==> src/rtl/uart_audio_pkg.sv <==
// Shared types and constants for the UART audio receive path.
package uart_audio_pkg;

  localparam int DEFAULT_BPS          = 24;
  localparam int CLKS_PER_BIT         = 640;
  localparam int TIMEOUT_BITS         = 20;
  localparam int DEFAULT_TIMEOUT_CLKS = TIMEOUT_BITS * CLKS_PER_BIT;
  localparam int ERR_COUNT_W          = 8;

  typedef enum logic [1:0] {
    S_IDLE    = 2'd0,
    S_COLLECT = 2'd1,
    S_CHECK   = 2'd2
  } packer_state_t;

  // Saturating increment so the error count sticks at all-ones.
  function automatic logic [ERR_COUNT_W-1:0] sat_inc(input logic [ERR_COUNT_W-1:0] value);
    return (&value) ? value : value + ERR_COUNT_W'(1);
  endfunction

endpackage

==> src/rtl/packer_timeout.sv <==
// Idle counter that raises expired once LIMIT-1 clocks have passed since the last clear.
module packer_timeout #(
  parameter int LIMIT = 12800
) (
  input  logic clk,
  input  logic reset_n,
  input  logic clear,
  output logic expired
);

  localparam int W = (LIMIT > 1) ? $clog2(LIMIT) : 1;

  logic [W-1:0] count;

  assign expired = (count == W'(LIMIT - 1));

  // Holds at the limit so a missed clear can never wrap back into range.
  always_ff @(posedge clk) begin
    if (!reset_n) begin
      count <= '0;
    end else if (clear) begin
      count <= '0;
    end else if (!expired) begin
      count <= count + 1'b1;
    end
  end

endmodule

==> src/rtl/uart_sample_packer.sv <==
// Packs little-endian UART bytes into BPS-bit samples with timeout resync and overflow flagging.
// Optional trailing XOR checksum byte per sample: define UART_PACKER_CHECKSUM_EN.
module uart_sample_packer
  import uart_audio_pkg::*;
#(
  parameter int BPS          = DEFAULT_BPS,
  parameter int TIMEOUT_CLKS = DEFAULT_TIMEOUT_CLKS
) (
  input  logic                   in_clk,
  input  logic                   in_reset_n,
  input  logic                   in_uart_ready,
  input  logic [7:0]             in_uart_frame,
  output logic [BPS-1:0]         out_frame,
  output logic                   out_ready,
  input  logic                   in_accept,
  output logic                   out_overflow,
  output logic [ERR_COUNT_W-1:0] out_err_count
);

  localparam int NBYTES = BPS / 8;
  localparam int CNT_W  = (NBYTES > 1) ? $clog2(NBYTES) : 1;
  localparam logic [CNT_W-1:0] LAST_BYTE = CNT_W'(NBYTES - 1);

  packer_state_t  state;
  logic [CNT_W-1:0] byte_cnt;
  logic [BPS-1:0] sample;
  logic [BPS-1:0] next_sample;
  logic           store;
  logic           last_byte;
  logic           complete;
  logic           csum_fail;
  logic           expired;
  logic           timeout_hit;
  logic           timeout_clear;
`ifdef UART_PACKER_CHECKSUM_EN
  logic [7:0]     csum;
`endif

  assign last_byte     = (byte_cnt == LAST_BYTE);
  assign store         = in_uart_ready && (state == S_IDLE || state == S_COLLECT);
  // A strobe on the expiry cycle takes priority over the timeout.
  assign timeout_hit   = expired && !in_uart_ready && (state != S_IDLE);
  assign timeout_clear = in_uart_ready || (state == S_IDLE) || timeout_hit;

`ifdef UART_PACKER_CHECKSUM_EN
  assign complete  = in_uart_ready && (state == S_CHECK) && (in_uart_frame == csum);
  assign csum_fail = in_uart_ready && (state == S_CHECK) && (in_uart_frame != csum);
`else
  assign complete  = store && last_byte;
  assign csum_fail = 1'b0;
`endif

  always_comb begin
    next_sample = sample;
    for (int k = 0; k < NBYTES; k++) begin
      if (store && byte_cnt == CNT_W'(k)) begin
        next_sample[8*k +: 8] = in_uart_frame;
      end
    end
  end

  packer_timeout #(
    .LIMIT(TIMEOUT_CLKS)
  ) u_timeout (
    .clk    (in_clk),
    .reset_n(in_reset_n),
    .clear  (timeout_clear),
    .expired(expired)
  );

  // Sequencing, checksum tracking, error counting and the output holding register.
  always_ff @(posedge in_clk) begin
    if (!in_reset_n) begin
      state         <= S_IDLE;
      byte_cnt      <= '0;
      sample        <= '0;
      out_frame     <= '0;
      out_ready     <= 1'b0;
      out_overflow  <= 1'b0;
      out_err_count <= '0;
`ifdef UART_PACKER_CHECKSUM_EN
      csum          <= 8'h00;
`endif
    end else begin
      if (timeout_hit) begin
        state    <= S_IDLE;
        byte_cnt <= '0;
      end else if (store) begin
        sample <= next_sample;
        if (last_byte) begin
          byte_cnt <= '0;
`ifdef UART_PACKER_CHECKSUM_EN
          state    <= S_CHECK;
`else
          state    <= S_IDLE;
`endif
        end else begin
          byte_cnt <= byte_cnt + 1'b1;
          state    <= S_COLLECT;
        end
      end
`ifdef UART_PACKER_CHECKSUM_EN
      else if (state == S_CHECK && in_uart_ready) begin
        state <= S_IDLE;
      end

      if (store) begin
        csum <= ((state == S_IDLE) ? 8'h00 : csum) ^ in_uart_frame;
      end
`endif

      if (timeout_hit || csum_fail) begin
        out_err_count <= sat_inc(out_err_count);
      end

      // An unaccepted pending sample wins over a newly completed one.
      if (complete) begin
        if (out_ready && !in_accept) begin
          out_overflow <= 1'b1;
        end else begin
          out_frame <= next_sample;
          out_ready <= 1'b1;
        end
      end else if (out_ready && in_accept) begin
        out_ready <= 1'b0;
      end
    end
  end

endmodule

==> config.mk <==
export PLATFORM = sky130hd
export DESIGN_NAME = uart_sample_packer
export DESIGN_NICKNAME = d
export VERILOG_FILES = /design/src/rtl/uart_audio_pkg.sv /design/src/rtl/packer_timeout.sv /design/src/rtl/uart_sample_packer.sv
export SDC_FILE = /design/constraint.sdc
export NUM_CORES = 1
export LEC_CHECK = 0
export ABC_AREA = 1
export CAP_MARGIN = 20
export CORE_MARGIN = 10
export CORE_UTILIZATION = 50
export CTS_BUF_LIST = sky130_fd_sc_hd__clkbuf_8
export DETAILED_ROUTE_END_ITERATION = 7
export PLACE_DENSITY = 0.84
export SKIP_LAST_GASP = 1
export SYNTH_ARGS = -nofsm -noshare
export SYNTH_HDL_FRONTEND = slang
export SYNTH_SLANG_ARGS = --single-unit
==> constraint.sdc <==
create_clock -name in_clk -period 3.85 [get_ports in_clk]
set_input_delay 0.5775 -clock in_clk [delete_from_list [all_inputs] [get_ports in_clk]]
set_output_delay 0.5775 -clock in_clk [all_outputs]
set_load 0.01 [all_outputs]
* Word level (Yosys, flattened, before mapping)
Index checks and enable logic that the tools add are counted.
Word-level totals: register bits 76, output and inout bits 34, logic and storage cells 53
Cells by class: bitwise operators 4, $add $sub $neg 3, muxes and demuxes 8, reduce and logical (&&, ||, !) cells 25, equal/unequal tests 5
Operators by type and width (number):
- $mux 8 | 3
- $add 14x1->14 const B | 1
- $eq 14x14->1 const B | 1
- $reduce_and 2->1 | 5
- $add 8x1->8 const B | 1
- $logic_and 1x1->1 | 8
- $reduce_and 8->1 | 1
- $eq 2x1->1 const B | 2
- $logic_not 2->1 | 2
- $mux 1 | 4
- $not 1->1 | 4
- $reduce_bool 2->1 | 2
- $reduce_or 2->1 | 2
- $logic_or 1x1->1 | 3
- $add 2x1->2 const B | 1
- $eq 2x2->1 const B | 1
- $logic_not 1->1 | 2
- $mux 2 | 1
- $ne 2x2->1 const B | 1

* Longest topological paths before layout
Gate-level depths: netlist of the first run.
depth after elaboration 6, depth in mapped cells 10, depth with buffers taken out 10

* By module
From an unflattened synthesis of the first run, not the netlist that was laid out.
Unflattened totals: cells, all modules 382, area, all modules 2835.2 um^2
Modules (own cells, without submodules):
- uart_sample_packer | cells an instance 272, area each 2080.7 um^2, instances 1
- packer_timeout | cells an instance 110, area each 754.5 um^2, instances 1

* Worst setup path after synthesis of the first run
No wires, ideal clock.
path type input-to-reg, start in in_uart_ready, end reg out_frame[0], cell stages on the path 5, path buffers 1, data arrival time 1275 ps, setup slack 2452 ps, cell sequence inv_2 > nor3_1 > buf_2 > mux2i_1 > a21oi_1
Between the ends: cells in the longest elaborated chain, start to end 3, elaborated cells on any way between the ends 5
Ends and longest elaborated chain:
- start, declared | RTL line uart_sample_packer.sv:11 | input logic in_uart_ready,
- $logic_and 1x1->1 * | RTL line uart_sample_packer.sv:40 | assign store = in_uart_ready && (state == S_IDLE || state == S_COLLECT);
- $logic_and 1x1->1, on equally long branches | RTL line uart_sample_packer.sv:56, uart_sample_packer.sv:49
- $mux 8 / $reduce_and 2->1 (equally long branches)
- end signal, assigned | RTL line uart_sample_packer.sv:121 | out_frame <= next_sample;
- end, declared | RTL line uart_sample_packer.sv:13 | output logic [BPS-1:0] out_frame,
Every way passes the cells marked *; elsewhere a longest branch is shown, timed or not. A chain may end at the register's enable or synchronous reset.

* Worst setup path after layout of the first run
start in in_uart_ready, end reg out_frame[23]
Between the ends: cells in the longest elaborated chain, start to end 3, elaborated cells on any way between the ends 4
Ends and longest elaborated chain (RTL line):
- $logic_and 1x1->1 * | uart_sample_packer.sv:40
- $logic_and 1x1->1 * | uart_sample_packer.sv:49, uart_sample_packer.sv:56
- $mux 8 / $reduce_and 2->1 (equally long branches)
Marked as above.

==> results of run 1 <==
[worst reg2reg max path, stage by stage, from the launching register on]
cell and delay, ns:
dfxtp_1 0.36, inv_1 0.06, nor2_1 0.09, nand2_1 0.25
nor2_2 0.51, buf_4 0.33, o21ai_0 0.13, a21oi_1 0.17
[layer usage]
metal	global-route usage, %	share of wire [%]	up-vias	routed length [um]
li1	-	-	1211	-
met1	16.2	40	1089	2540
met2	26.1	49	77	3120
met3	6.03	8.5	14	542
met4	8.48	2.3	0	145
met5	0	0	-	0
[cells by family after synthesis]
logic type | synth area share, %
and+or+nand+nor | 24.1
DFF | 48.1
AOI/OAI and AO/OA | 11.7
buffers and inverters | 7.35
muxes | 5.74
xor gates and xnor gates | 2.20
adders and majority gates | 0.897
[synth_stat cells (all sizes together)]
cell | count | area share [%]
dfxtp | 67 | 48
nor2 | 62 | 11
nand2 | 54 | 8.4
inv | 35 | 4.7
a21oi | 34 | 6.1
o21ai | 31 | 5.6
mux2i | 16 | 5.7
nand3 | 11 | 2.2
buf | 10 | 2.0
nand4 | 8 | 1.8
xor2 | 4 | 1.3
clkbuf | 3 | 0.40
nor3 | 3 | 0.72
xnor2 | 3 | 0.94
clkinv | 2 | 0.27
ha | 2 | 0.90
or2 | 2 | 0.45
[final cells by class]
cell class	count	area, um2	share of cell area [%]
inverters	37	139	3.99
multi-input cells	230	1250	35.8
clock buffers	9	124	3.56
flip-flops and latches	67	1340	38.5
repair buffers	48	473	13.6
clock inverters	6	67.6	1.94
well taps	72	90.1	2.59
[flip-flops by register name, indices dropped and copies added (netlist names)]
| register | count |
|---|---|
| byte_cnt | 2 |
| out_ready | 1 |
| sample | 16 |
| out_overflow | 1 |
| state | 1 |
| u_timeout.count | 14 |
| out_frame | 24 |
| out_err_count | 8 |
[power breakdown]
| group | leakage, nW | total (mW) | internal [mW] | switching [mW] |
|---|---|---|---|---|
| combinational | 0.875 | 0.0930 | 0.0420 | 0.0509 |
| clock | 0.0913 | 0.572 | 0.296 | 0.276 |
| sequential | 0.543 | 0.720 | 0.711 | 0.00904 |
[metrics by stage]
step	total power [mW]	cells	cell area [um2]	setup WS, ns
3_5_place_dp	0.828	454	3290	1.24
5_1_grt	1.43	469	3480	1.33
4_1_cts	1.39	469	3480	1.60
6_report	1.38	469	3480	1.58
2_1_floorplan	0.786	347	2790	2.45
3_3_place_gp	0.826	454	3290	1.35
[worst paths after layout]
kind                                                       from                         endpoint
worst max-delay path                              in_uart_ready       out_frame[23]$_SDFFE_PN0P_
worst min-delay path            u_timeout.count[0]$_SDFFE_PP0P_  u_timeout.count[0]$_SDFFE_PP0P_
worst max register to register         byte_cnt[1]$_SDFFE_PP0P_       out_frame[23]$_SDFFE_PN0P_
worst min register to register  u_timeout.count[0]$_SDFFE_PP0P_  u_timeout.count[0]$_SDFFE_PP0P_
==> metrics.txt, run 1 <==
total track usage=roughly 15%; count of instances resized after the clock tree is built=0; most common library cell in the layout ignoring fill and taps=dfxtp_1; max-slew violation count=0; CTS Root Cell=clkbuf_8; area added between synthesis and finish=24.8%; overall via count from detail_route=between 2000 and 2500; per-cell routed wire length=between 10 and 15 um; total half-perimeter wirelength after legalization and detailed placement=about 4500 um; DR DRC count=0; initial standard-cell utilization of the core=about 50%; number of buffers inserted during clock tree synthesis=9; number of global-route vias before repair=~2400; ports placed on the boundary=46; critical path start-end classification=in -> reg; power density of the placed cells=a little under 400 nW/um2; delay-heaviest family, CP=buffers and inverters; Crit Path Max Fanout=24; number of optimization iterations in the first detailed-route pass=4; min-delay worst type=reg -> reg; instance count along the most critical hold path=1; time the final worst path needs with I/O delays and setup=2.27 ns; count of hold buffers inserted by post-cts repair=0; Detail Route Antenna Nets=0; Yosys warnings=0; Util after Layout=63.6%; number of buffers on the longest clock path=2; syn_area_per_cell=a little over 8 um2; outcome=completed; critical path cell sequence=clkdlybuf4s50_1, nand2_1, nor2_2, buf_4, o21ai_0, a21oi_1; clk_lat worst skew=between 0.3 and 0.4 ns; area of the die=around 9000 um2; Req. time, crit path=a little over 4 ns; worst hold slack=~0.48 ns; startpoint class of the critical path=input pin; length in cells of the worst reg-to-reg path=7; CTS tree=yes; drt via density=between 5 and 6; routability congestion estimate=around 0.84; max-cap violations=0; highest attainable clock frequency=about 0.44 GHz; starting DRC count in detailed routing=94; final setup TNS=0 ns; number of filler cells placed in the layout=approximately 480; input/output buffers=45; Chip Height=94.7 um; number of gates on the worst path with buffers counted=6; flop and latch count out of synthesis=between 60 and 70; Final Routed Wirelength=roughly 6400 um; transition time at the pin with the least slew margin=0.908 ns; core outline area=between 5000 and 6000 um2; period utilisation layout=about three fifths; clock sink total=67; Final Net Count=around 410; normalized max-slew margin=39.3%; count of endpoints failing hold in the final timing report=0; synthesized net count=361; register clock-pin slew on the reported worst setup and hold paths=~0.070 ns; cell with the largest stage delay on the worst path=clkdlybuf4s50_1; global-route wire length before repair=between 10000 and 15000 um; x dimension of the die=94.7 um; top library cells by usage in the layout, fill and taps aside=dfxtp_1 (67), nor2_1 (52), nand2_1 (45), clkdlybuf4s50_1 (45), a21oi_1 (34); setup slack of the worst register-to-register path=1.86 ns; peak supply drop=0.000230 V; cell count after synthesis=approximately 350; RSZ-0062 raised after global routing=false; pin count of the biggest net entering global routing=28; Bufs and invs on worst path=2; sort of element at the end of the critical path=flop; sequential fraction of the synthesis area=around half; stage delay of the slowest cell on the critical path=~0.54 ns; leakage component of the power=approximately 1.5 nW; post-CTS repair timing setup buffer count=0; Cell variety after synth=29; number of endpoints failing setup at the final stage=0; number of antenna violations at the first check in global routing=0; worst clock skew=around 0.009 ns; antenna diode count=0; number of standard-cell rows in the floorplan=27; Remaining Overflow, GRT=0; H-Tree Level Count=3; fraction of final layout cells sized beyond drive strength 1=between 10% and 20%; data arrival time at the worst-slack endpoint=approximately 2.5 ns; Cell Area, Synth=2790 um2
Note: power is estimated with default switching activity, not from simulation.
==> run 2: changes to the inputs <==
==> constraint.sdc (replaced) <==
create_clock -name in_clk -period 2.1 [get_ports in_clk]
set_input_delay 0.315 -clock in_clk [delete_from_list [all_inputs] [get_ports in_clk]]
set_output_delay 0.315 -clock in_clk [all_outputs]
set_load 0.01 [all_outputs]
==> metrics.txt, run 2 (synthesis results as in run 1) <==
highest attainable clock frequency=about 0.58 GHz; register clock-pin slew on the reported worst setup and hold paths=0.07 ns (about the same); count of instances resized after the clock tree is built=0 (unchanged); most common library cell in the layout ignoring fill and taps=dfxtp_1; sort of element at the end of the critical path=flop; Placed Area=3320 um2 (+0.91%); number of optimization iterations in the first detailed-route pass=4 (unchanged); share of total power in the clock network=39.0% (-2.3 points); leakage component of the power=1.53 nW (+1.2%); setup slack of the worst register-to-register path=0.38 ns (-1.48 ns); Worst setup endpoint=u_timeout.count[7]$_SDFFE_PP0P_; number of filler cells placed in the layout=493 (+3.1%); count of endpoints failing hold in the final timing report=0 (unchanged); starting DRC count in detailed routing=107 (+14%); count of hold buffers inserted by post-cts repair=0 (unchanged); Crit Path Max Fanout=12 (-50%); critical path startpoint=u_timeout.count[0]$_SDFFE_PP0P_; worst r2r dst=u_timeout.count[7]$_SDFFE_PP0P_; outcome=completed; register with the most flip-flops=out_frame; max-slew violation count=0 (unchanged); Final Net Count=411 (+0.98%); area of the die=8970 um2 (unchanged); number of buffers on the longest clock path=2 (unchanged); worst clock skew=0.00969 ns (+0.000807 ns); number of cells in the finished layout apart from fillers=474 (+1.1%); routability congestion estimate=0.820 (-1.9%); number of placed cells counting well taps=458 (+0.88%); switching power summed over all nets=633 uW (+88%); length in cells of the worst reg-to-reg path=10 (+3); total track usage=15.5% (+0.079 points); startpoint class of the critical path=flop; power density of the placed cells=701 nW/um2 (+76%); fraction of power spent switching nets=25.8% (+1.5 points); share of total power in sequential cells=53.8% (+1.8 points); largest registers in the final layout=out_frame x24, sample x16, u_timeout.count x14; time the final worst path needs with I/O delays and setup=around 1.7 ns; Final Routed Wirelength=6580 um (+3.7%); fraction of final layout cells sized beyond drive strength 1=13.2% (+1.1 points); period utilisation layout=slightly above 80%; pin count of the biggest net entering global routing=23 (-18%); drt via density=5.09 (-0.19%); max-cap violations=0 (unchanged); transition time at the pin with the least slew margin=0.352 ns (-0.557 ns); min-delay worst type=reg -> reg; DR DRC count=0 (unchanged); data arrival time at the worst-slack endpoint=1.95 ns (-0.59 ns); x dimension of the die=94.7 um (unchanged); clk_lat worst skew=0.34 ns (about the same); Internal Pwr Total=1.82 mW (+73%); startpoint of the lowest-slack register-to-register path=u_timeout.count[0]$_SDFFE_PP0P_; post-CTS repair timing setup buffer count=0 (unchanged); CTS Root Cell=clkbuf_8; number of buffers inserted during clock tree synthesis=9 (unchanged); number of standard-cell rows in the floorplan=27 (unchanged); Storage cell area=1340 um2 (unchanged); number of antenna violations at the first check in global routing=0 (unchanged); normalized max-slew margin=76.5% (+37 points); CTS tree=yes; total half-perimeter wirelength after legalization and detailed placement=4830 um (+6.3%); Remaining Overflow, GRT=0 (unchanged); ports placed on the boundary=46 (unchanged); input/output buffers=45 (unchanged); final instance area=3500 um2 (+0.43%); core outline area=5470 um2 (unchanged); clock sink total=67 (unchanged); area added between synthesis and finish=25.3%; per-cell routed wire length=13.9 um (+2.6%); peak supply drop=0.000655 V (+180%); RSZ-0062 raised after global routing=false; top library cells by usage in the layout, fill and taps aside=dfxtp_1 (67), nor2_1 (52), nand2_1 (45), clkdlybuf4s50_1 (45), a21oi_1 (34); Req. time, crit path=2.33 ns (-1.79 ns); overall via count from detail_route=2412 (+0.88%); initial standard-cell utilization of the core=51.0% (unchanged); critical path start-end classification=reg -> reg; global-route wire length before repair=11100 um (+0.69%); Detail Route Antenna Nets=0 (unchanged); number of flip-flops in the largest register=24 (unchanged); multi-input combinational cell area=1250 um2 (unchanged); final setup TNS=0 ns (unchanged); Chip Height=94.7 um (unchanged); H-Tree Level Count=3 (unchanged); antenna diode count=0 (unchanged); number of endpoints failing setup at the final stage=0 (unchanged); number of global-route vias before repair=2474 (+1.4%); instance count along the most critical hold path=1 (unchanged); relative contribution of combinational cells to total power=7.2% (+0.5 points)
run 2: power groups by stage:
stage          registers [mW]  clock network, mW  logic (mW)
2_1_floorplan            1.35                  0      0.0907
3_3_place_gp             1.35                  0       0.171
3_5_place_dp             1.35                  0       0.177
4_1_cts                  1.32              0.975       0.178
5_1_grt                  1.32               1.03       0.194
6_report                 1.32              0.956       0.177
run 2: area by class of cell:
class,instances,area share (%)
well taps,72,2.58
multi-input cells,230,35.6
inverters,37,3.97
flip-flops and latches,67,38.4
clock inverters,7,1.50
clock buffers,9,3.54
repair buffers,52,14.4
run 2: per-layer routing:
layer | wire [um] | track usage, % | up-vias
met5 | 0 | 0 | -
met4 | 48 | 3.99 | 0
met3 | 452 | 7.30 | 7
met2 | 3320 | 27.8 | 48
met1 | 2760 | 16.0 | 1138
li1 | - | - | 1219
run 2: worst max-delay path, cell delays in order (launching register included):
cell,delay (ns)
dfxtp_1,0.38
ha_1,0.23
nand3_2,0.13
inv_2,0.09
nand2_4,0.06
nor2_4,0.26
nand2_2,0.10
nand2_2,0.16
nor2_8,0.07
o21ai_0,0.07
inv_1,0.06
run 2: worst min-delay path by stage:
stage / start / to / slack [ns]
3_3_place_gp: u_timeout.count[0]$_SDFFE_PP0P_ / u_timeout.count[0]$_SDFFE_PP0P_ / 0.45
6_report: u_timeout.count[0]$_SDFFE_PP0P_ / u_timeout.count[0]$_SDFFE_PP0P_ / 0.47
3_5_place_dp: u_timeout.count[0]$_SDFFE_PP0P_ / u_timeout.count[0]$_SDFFE_PP0P_ / 0.46
4_1_cts: u_timeout.count[0]$_SDFFE_PP0P_ / u_timeout.count[0]$_SDFFE_PP0P_ / 0.48
5_1_grt: u_timeout.count[0]$_SDFFE_PP0P_ / u_timeout.count[0]$_SDFFE_PP0P_ / 0.50
2_1_floorplan: u_timeout.count[0]$_SDFFE_PP0P_ / u_timeout.count[0]$_SDFFE_PP0P_ / 0.43
run 2: through the flow:
| step | hold WS, ns | util (%) | setup slack (ns) | power [mW] |
|---|---|---|---|---|
| after floorplan | 0.430 | - | 0.747 | 1.44 |
| after global routing | 0.496 | 63.9 | 0.203 | 2.54 |
| after detailed placement | 0.459 | 60.7 | 0.280 | 1.52 |
| after CTS | 0.476 | 63.9 | 0.399 | 2.47 |
| final | 0.470 | 63.9 | 0.380 | 2.45 |
| after global placement | 0.450 | 60.7 | 0.349 | 1.52 |
